$ cat config.mk
export PLATFORM = sky130hd
export DESIGN_NAME = pong_match_controller
export DESIGN_NICKNAME = d
export VERILOG_FILES = /design/src/rtl/pong_match_controller.sv
export SDC_FILE = /design/constraint.sdc
export NUM_CORES = 1
export LEC_CHECK = 0
export BUFFER_PORTS_ARGS = -buffer_cell sky130_fd_sc_hd__buf_2
export CAP_MARGIN = 10
export CORE_ASPECT_RATIO = 0.6
export CORE_MARGIN = 3
export CORE_UTILIZATION = 50
export DETAILED_ROUTE_END_ITERATION = 8
export GPL_ROUTABILITY_DRIVEN = 0
export GPL_TIMING_DRIVEN = 0
export PLACE_DENSITY = 0.78
export RECOVER_POWER = 25
export SETUP_SLACK_MARGIN = 0.02
export SLEW_MARGIN = 5
export SYNTH_ARGS = -nofsm -noshare
export SYNTH_HDL_FRONTEND = slang
export SYNTH_SLANG_ARGS = --single-unit
$ cat constraint.sdc
create_clock -name VGA_CLOCK -period 2.9 [get_ports VGA_CLOCK]
set_input_delay 0.29 -clock VGA_CLOCK [delete_from_list [all_inputs] [get_ports VGA_CLOCK]]
set_output_delay 0.29 -clock VGA_CLOCK [all_outputs]
set_load 0.02 [all_outputs]
$ cat src/rtl/pong_match_controller.sv
// rtl/pong_match_controller.sv - pong match sequencer: game state, score and ball-step scheduling
module pong_match_controller #(
  parameter int STEP_PERIOD = 91072,
  parameter int MIN_PERIOD  = 30000,
  parameter int SPEEDUP     = 2048,
  parameter int SERVE_DELAY = 67108863,
  parameter int WIN_SCORE   = 9
) (
  input  logic       VGA_CLOCK,
  input  logic       RESET,
  input  logic       START,
  input  logic       PAUSE,
  input  logic       HIT_A,
  input  logic       HIT_B,
  input  logic       MISS_A,
  input  logic       MISS_B,
  output logic       BALL_STEP,
  output logic       SERVE,
  output logic       SERVE_DIR,
  output logic       BALL_VISIBLE,
  output logic [3:0] SCORE_A,
  output logic [3:0] SCORE_B,
  output logic [1:0] WINNER,
  output logic [1:0] STATE
);

  localparam logic [1:0] ST_IDLE  = 2'b00;
  localparam logic [1:0] ST_SERVE = 2'b01;
  localparam logic [1:0] ST_PLAY  = 2'b10;
  localparam logic [1:0] ST_OVER  = 2'b11;

  localparam logic [16:0] STEP_P  = STEP_PERIOD[16:0];
  localparam logic [16:0] MIN_P   = MIN_PERIOD[16:0];
  localparam logic [16:0] SPEED_P = SPEEDUP[16:0];
  localparam logic [27:0] DELAY_P = SERVE_DELAY[27:0];
  localparam logic [3:0]  WIN_P   = WIN_SCORE[3:0];

  logic [1:0]  state_q, state_d;
  logic        start_q;
  logic [3:0]  score_a_q, score_a_d, score_b_q, score_b_d;
  logic [1:0]  winner_q, winner_d;
  logic        serve_q, serve_d, serve_dir_q, serve_dir_d;
  logic        ball_step_q, ball_step_d, visible_q, visible_d;
  logic [27:0] delay_q, delay_d;
  logic [16:0] step_cnt_q, step_cnt_d;
  logic [16:0] period_q, period_d;

  logic        start_rise, reserve, hit;
  logic [16:0] sped_period;

  assign start_rise = START & ~start_q;
  assign hit        = HIT_A | HIT_B;
  // Saturate at the floor without letting the subtraction wrap.
  assign sped_period = ({1'b0, period_q} < ({1'b0, MIN_P} + {1'b0, SPEED_P}))
                       ? MIN_P : (period_q - SPEED_P);

  always_comb begin
    state_d     = state_q;
    score_a_d   = score_a_q;
    score_b_d   = score_b_q;
    winner_d    = winner_q;
    serve_d     = 1'b0;
    serve_dir_d = serve_dir_q;
    ball_step_d = 1'b0;
    delay_d     = delay_q;
    step_cnt_d  = step_cnt_q;
    period_d    = period_q;
    reserve     = 1'b0;

    case (state_q)
      ST_IDLE: begin
        if (start_rise) begin
          score_a_d   = 4'd0;
          score_b_d   = 4'd0;
          winner_d    = 2'b00;
          serve_dir_d = 1'b1;
          reserve     = 1'b1;
        end
      end
      ST_SERVE: begin
        if (!PAUSE) begin
          if (delay_q == 28'd1) begin
            state_d    = ST_PLAY;
            step_cnt_d = 17'd0;
          end else begin
            delay_d = delay_q - 28'd1;
          end
        end
      end
      ST_PLAY: begin
        if (!PAUSE) begin
          if (MISS_A && MISS_B) begin
            reserve = 1'b1;
          end else if (MISS_A) begin
            score_b_d   = score_b_q + 4'd1;
            serve_dir_d = 1'b0;
            if (score_b_q + 4'd1 == WIN_P) begin
              winner_d = 2'b10;
              state_d  = ST_OVER;
            end else begin
              reserve = 1'b1;
            end
          end else if (MISS_B) begin
            score_a_d   = score_a_q + 4'd1;
            serve_dir_d = 1'b1;
            if (score_a_q + 4'd1 == WIN_P) begin
              winner_d = 2'b01;
              state_d  = ST_OVER;
            end else begin
              reserve = 1'b1;
            end
          end else begin
            if (hit) period_d = sped_period;
            // >= so a shortened period overtaken by the counter strobes at once
            if (step_cnt_q >= period_q - 17'd1) begin
              ball_step_d = 1'b1;
              step_cnt_d  = 17'd0;
            end else begin
              step_cnt_d = step_cnt_q + 17'd1;
            end
          end
        end
      end
      default: begin
        if (start_rise) state_d = ST_IDLE;
      end
    endcase

    if (reserve) begin
      serve_d  = 1'b1;
      state_d  = ST_SERVE;
      delay_d  = DELAY_P;
      period_d = STEP_P;
    end

    visible_d = (state_d == ST_PLAY);
  end

  always_ff @(posedge VGA_CLOCK or posedge RESET) begin
    if (RESET) begin
      state_q     <= ST_IDLE;
      start_q     <= 1'b0;
      score_a_q   <= 4'd0;
      score_b_q   <= 4'd0;
      winner_q    <= 2'b00;
      serve_q     <= 1'b0;
      serve_dir_q <= 1'b1;
      ball_step_q <= 1'b0;
      visible_q   <= 1'b0;
      delay_q     <= 28'd0;
      step_cnt_q  <= 17'd0;
      period_q    <= STEP_P;
    end else begin
      state_q     <= state_d;
      start_q     <= START;
      score_a_q   <= score_a_d;
      score_b_q   <= score_b_d;
      winner_q    <= winner_d;
      serve_q     <= serve_d;
      serve_dir_q <= serve_dir_d;
      ball_step_q <= ball_step_d;
      visible_q   <= visible_d;
      delay_q     <= delay_d;
      step_cnt_q  <= step_cnt_d;
      period_q    <= period_d;
    end
  end

  assign BALL_STEP    = ball_step_q;
  assign SERVE        = serve_q;
  assign SERVE_DIR    = serve_dir_q;
  assign BALL_VISIBLE = visible_q;
  assign SCORE_A      = score_a_q;
  assign SCORE_B      = score_b_q;
  assign WINNER       = winner_q;
  assign STATE        = state_q;

endmodule
# Yosys cells after proc, flatten, opt, wreduce, memory -nomap -nowiden
# Index checks and enable logic that the tools add are counted.
[classes] n_eq_ne=23 n_lt_le_gt_ge=2 add_sub_neg=6 bitwise=3 mux=70 n_reduce_logical=14
[op_table] operator="2-to-1 mux 17 bit" count=15
[op_table] operator="2-to-1 mux 28 bit" count=4
[op_table] operator="2-to-1 mux 2 bit" count=17
[op_table] operator="case mux 17 bit (2 select lines)" count=1
[op_table] operator="2-to-1 mux 4 bit" count=8
[op_table] operator="equality test 28 x 1 -> 1 bit (second input constant)" count=1
[op_table] operator="subtractor 28 x 1 -> 28 bit (second input constant)" count=1
[op_table] operator="!= test 2 bit (second input constant)" count=11
[op_table] operator="2-to-1 mux 1 bit" count=19
[op_table] operator="adder 17 x 1 -> 17 bit (second input constant)" count=1
[op_table] operator=">= comparator 17 bit" count=1
[op_table] operator="< comparator 17 x 15 -> 1 bit (second input constant)" count=1
[op_table] operator="subtractor 17 x 1 -> 17 bit (second input constant)" count=1
[op_table] operator="subtractor 17 x 12 -> 17 bit (second input constant)" count=1
[op_table] operator="case mux 4 bit (2 select lines)" count=2
[op_table] operator="AND reduction 7 bit" count=2
[op_table] operator="AND reduction 6 bit" count=2
[op_table] operator="AND reduction 5 bit" count=2
[op_table] operator="nonzero test 2 bit" count=5
[op_table] operator="!= test 3 bit (second input constant)" count=3
[op_table] operator="adder 4 x 1 -> 4 bit (second input constant)" count=2
[op_table] operator="equality test 4 bit (second input constant)" count=2
[op_table] operator="!= test 2 x 1 -> 1 bit (second input constant)" count=3
[op_table] operator="case mux 2 bit (3 select lines)" count=1
[op_table] operator="other kinds (10)" count=12
[word_totals] word_cells=130 inputBits=8 output_inout_bits=16 ff_bits=79

# Depth between registers and ports, before layout
[depth] ltp_word=10 mapped_depth=15 ltp_nobuf=13

# Least setup slack after synthesis
# Ideal clock, no wire load.
[synth_path] path_type="reg2reg" start="reg period_q[11]" end="reg step_cnt_q[15]" setup_time_ns=0.130 required_ns=2.770 path_stages_with_launch=15 period_less_slack_ns=2.984 path_buffers=2 arrival_ns=2.854 path_slack_ns=-0.084 path_cell_list="dfrtp_1 > inv_1 > ha_1 > inv_1 > nor3_1 > nand3_1 > xor2_1 > ha_1 > nand3_1 > or3b_2 > nor4bb_1 > buf_2 > clkbuf_1 > a22oi_1 > o31ai_2"
[synth_between] elab_chain_len=8
[synth_lines] item="start, declared" line_no="46" text="logic [16:0] period_q, period_d;"
[synth_lines] item="start signal, assigned" line_no="165" text="period_q <= period_d;"
[synth_lines] item="subtractor 17 x 1 -> 17 bit" line_no="115" text="if (step_cnt_q >= period_q - 17'd1) begin"
[synth_lines] item=">= comparator 17 bit" line_no="115"
[synth_lines] item="2-to-1 mux 17 bit" line_no="115"
[synth_lines] item="2-to-1 mux 17 bit" line_no="103" text="end else if (MISS_B) begin"
[synth_lines] item="2-to-1 mux 17 bit" line_no="94" text="end else if (MISS_A) begin"
[synth_lines] item="2-to-1 mux 17 bit" line_no="92" text="if (MISS_A && MISS_B) begin"
[synth_lines] item="2-to-1 mux 17 bit" line_no="91" text="if (!PAUSE) begin"
[synth_lines] item="case mux 17 bit (2 select lines)" line_no="70" text="case (state_q)"
[synth_lines] item="end signal, assigned" line_no="164" text="step_cnt_q <= step_cnt_d;"
[synth_lines] item="end, declared" line_no="45" text="logic [16:0] step_cnt_q, step_cnt_d;"
# No other way between the ends. The select of a mux whose other input is x is not followed.
# A chain may end at the register's enable or synchronous reset.

# Final worst setup path
[layout_path] start="reg period_q[12]" end="reg step_cnt_q[3]"
# Same word-level chain as after synthesis.

==> metrics.cfg <==
[outcome]
status = finished, violations left
violations = setup timing

[drt]
first_iter_violations = 445
wire_per_inst_um = 17.7
wl_mm = 11.6
vias = 3962
ant_nets = 0
drtPass1Iterations = 5
vias_per_cell = 6.07
drc_errors = 0

[min_path]
min_from = START
min_path_cells = 1
hp-class = input pin to flop

[global_routing]
first_global_vias = 3726
antenna_found_initial = 0
grt_pass1_wl_mm = 18.5
grt_max_degree = 45
overflow = 0
track_usage = 0.231

[clocking]
clockBufferDepth = 2
htreeDepth = 3
clkLatencyLatePin_ns = 0.35
cts_tree = done
path_clk_slew_ns = 0.06
numCtsBuffers = 9
clock-root-buffer = clkbuf_16
clock-sinks = 71

[logic_synthesis]
synth_common_cells = dfrtp_1, nand2_1, nor2_1, ha_1, o21ai_0
synth_seq_cells = 71
yosys.cell_count.top_type = dfrtp_1
synth.net_count = 520
synthFlopType = dfrtp_1
syn_inst = 484
netlist_top_cells_area = dfrtp_1, ha_1, nand2_1, xnor2_1, nor2_1
post_synth.cell_area_avg_sq_um = 9.15
synth_warnings = 0
synth.distinct_cells = 63
synth_top_area_share = 0.367
async_flop_share = 1.00
netlist_area_sq_mm = 0.00443
synth_edf_count = 0
yosysTopAreaCell = dfrtp_1
yosysSeqAreaShare = 0.403

[pwr]
p_sw_frac = 0.294
power-per-cell-area_mw_per_mm2 = 479
comb_power_share = 0.135
share_seq_of_total_power = 0.465
p_sw_uw = 762
internal-power_uw = 1830
p_leak_uw = 0.00228
clockPowerShare = 0.401
ir_drop_mv = 0.294

[floorplanning]
start_util = 0.538
dieHeight_um = 78.9
coreArea_sq_mm = 0.00823
die_area_sq_mm = 0.0101
fp.dieW_um = 128
fp-row-count = 25
ioPinCount = 24

[timing]
rsz0062_at_grt = true
final_hold_viol_count = 0
setup_ws_ns = -0.0998
worst_pin_slew_ns = 1.26
finalSetupViolCount = 4
max_freq_mhz = 333
fin_crit_ns = 3.00
slew_viol_final = 0
max_slew_margin = 0.152
fin_crit_sh = 1.03
holdWs_ns = 0.0661
finClkSkew_ns = 0.0117

[setup_path]
crit_arrival_ns = 3.24
end_kind = flop
crit_fanout = 4
worstReg2RegStart = period_q[12]
critPathLaunchType = flop
r2r_cells = 15
worstSetupStartpoint = period_q[12]
worstPathRequired_ns = 3.14
path_class = flop to flop

[flow_run]
maxCapViolCount = 0

[layout]
area_delta_synth_final_pct = 21.9
utilization = 0.656
nets = 576
fin_cells = 653
antenna_cells = 0
drive_gt1_frac = 0.239

[placement]
io_buffers = 22
hpwlAfterDp_mm = 7.46
place_inst = 615

[critical path, stage by stage, from the launching register on]
cell and delay, ns:
dfrtp_1 0.43, inv_2 0.11, buf_6 0.11, ha_4 0.13, nand2_2 0.05, o211ai_1 0.27
xor2_1 0.25, ha_2 0.22, a211oi_2 0.04, o21ai_1 0.08, or3b_4 0.40, nor4bb_4 0.17
buf_4 0.16, buf_6 0.12, a21o_1 0.17, a22o_1 0.20
[flip-flops by register name, indices dropped and copies added, names as in the netlist]
signal and flops:
BALL_VISIBLE 1, SERVE_DIR 1, delay_q 28, SCORE_B 4
STATE 2, start_q 1, period_q 9, SCORE_A 4
WINNER 2, SERVE 1, BALL_STEP 1, step_cnt_q 17
[through the flow]
stage	instance area [sq um]	power (uW)	TNS (ns)	setup slack, ns
floorplan	4440	1430	0	0.0604
global placement	4690	1490	-8.21	-0.439
detailed placement	4710	1520	-6.31	-0.523
CTS	5240	2570	0	0.0254
global route	5400	2700	-2.17	-0.184
finish	5400	2590	-0.253	-0.0998
[cell type report]
cell class                 count  area, sq um
timing repair buffer          47          317
buffer                        12         91.3
tap                          108          135
sequential                    71         1790
clock inverter                 7         50.0
multi-input combinational    379         2720
inverter                      20         78.8
fill                         627         2830
clock buffer                   9          225
[cell usage in the layout, fill, tap and decap left out, drive strengths merged, types with 5 or more instances in the layout]
master  Yosys  final
xnor2      20     20
nand3      19     19
ha         28     28
nor2       43     43
nand2b     11     12
buf         5     49
a21o        6      6
a22o       10     10
or3        17     17
dfstp       6      6
nor3       17     17
nand2      61     61
o211ai      5      5
nor4       11     11
a21oi      21     21
clkinv      1      5
and2        6      6
xor2       12     12
a22oi       5      5
dfrtp      65     65
o21ai      26     26
clkbuf     10     18
inv        19     18
[routing by layer]
| layer | GRT usage | wire [um] | vias up |
|---|---|---|---|
| met5 | 0 | 0 | - |
| met4 | 0.0578 | 187 | 0 |
| met3 | 0.0739 | 966 | 21 |
| met2 | 0.334 | 5020 | 184 |
| met1 | 0.335 | 5400 | 1913 |
| li1 | - | - | 1844 |
[final timing paths]
| kind | to | slack [ns] |
|---|---|---|
| min in group asynchronous | step_cnt_q[0] | 0.74 |
| min reg2reg | period_q[16] | 0.51 |
| max in group asynchronous | period_q[5] | 0.48 |
| max reg2reg | step_cnt_q[3] | -0.1 |
| max | step_cnt_q[3] | -0.1 |
| min | start_q | 0.07 |
[power by group through the flow]
stage / logic (uW) / registers [uW] / clock network, uW
after floorplan: 244 / 1180 / 0
after global placement: 293 / 1200 / 0
after detailed placement: 311 / 1210 / 0
after CTS: 331 / 1190 / 1050
after global routing: 390 / 1220 / 1100
final: 348 / 1200 / 1040
[logic make-up (layout without fill, tap and decap cells)]
| group | after synthesis | in the layout | share of synthesized area |
|---|---|---|---|
| AND/OR/NAND/NOR | 211 | 212 | 0.245 |
| AO/OA/AOI/OAI | 103 | 103 | 0.167 |
| flip-flops | 71 | 71 | 0.403 |
| buffers and inverters | 35 | 95 | 0.0353 |
| XOR/XNOR | 32 | 32 | 0.0633 |
| adder cells (fa/ha/maj) | 28 | 28 | 0.0791 |
| multiplexers | 3 | 3 | 0.00734 |
| other | 1 | 1 | 0.000847 |
[timing repair]
action | 4_1_cts | 5_1_grt
setup buffers | 14 | 7
cloned | 2 | 1
resized for setup | 32 | 27
endpoints found under the setup margin | 17 | 28
endpoints found under the hold margin | 26 | 0
hold buffers | 1 | 0
pin swaps | 12 | 23
No activity file was read; power rests on OpenSTA's default activity.
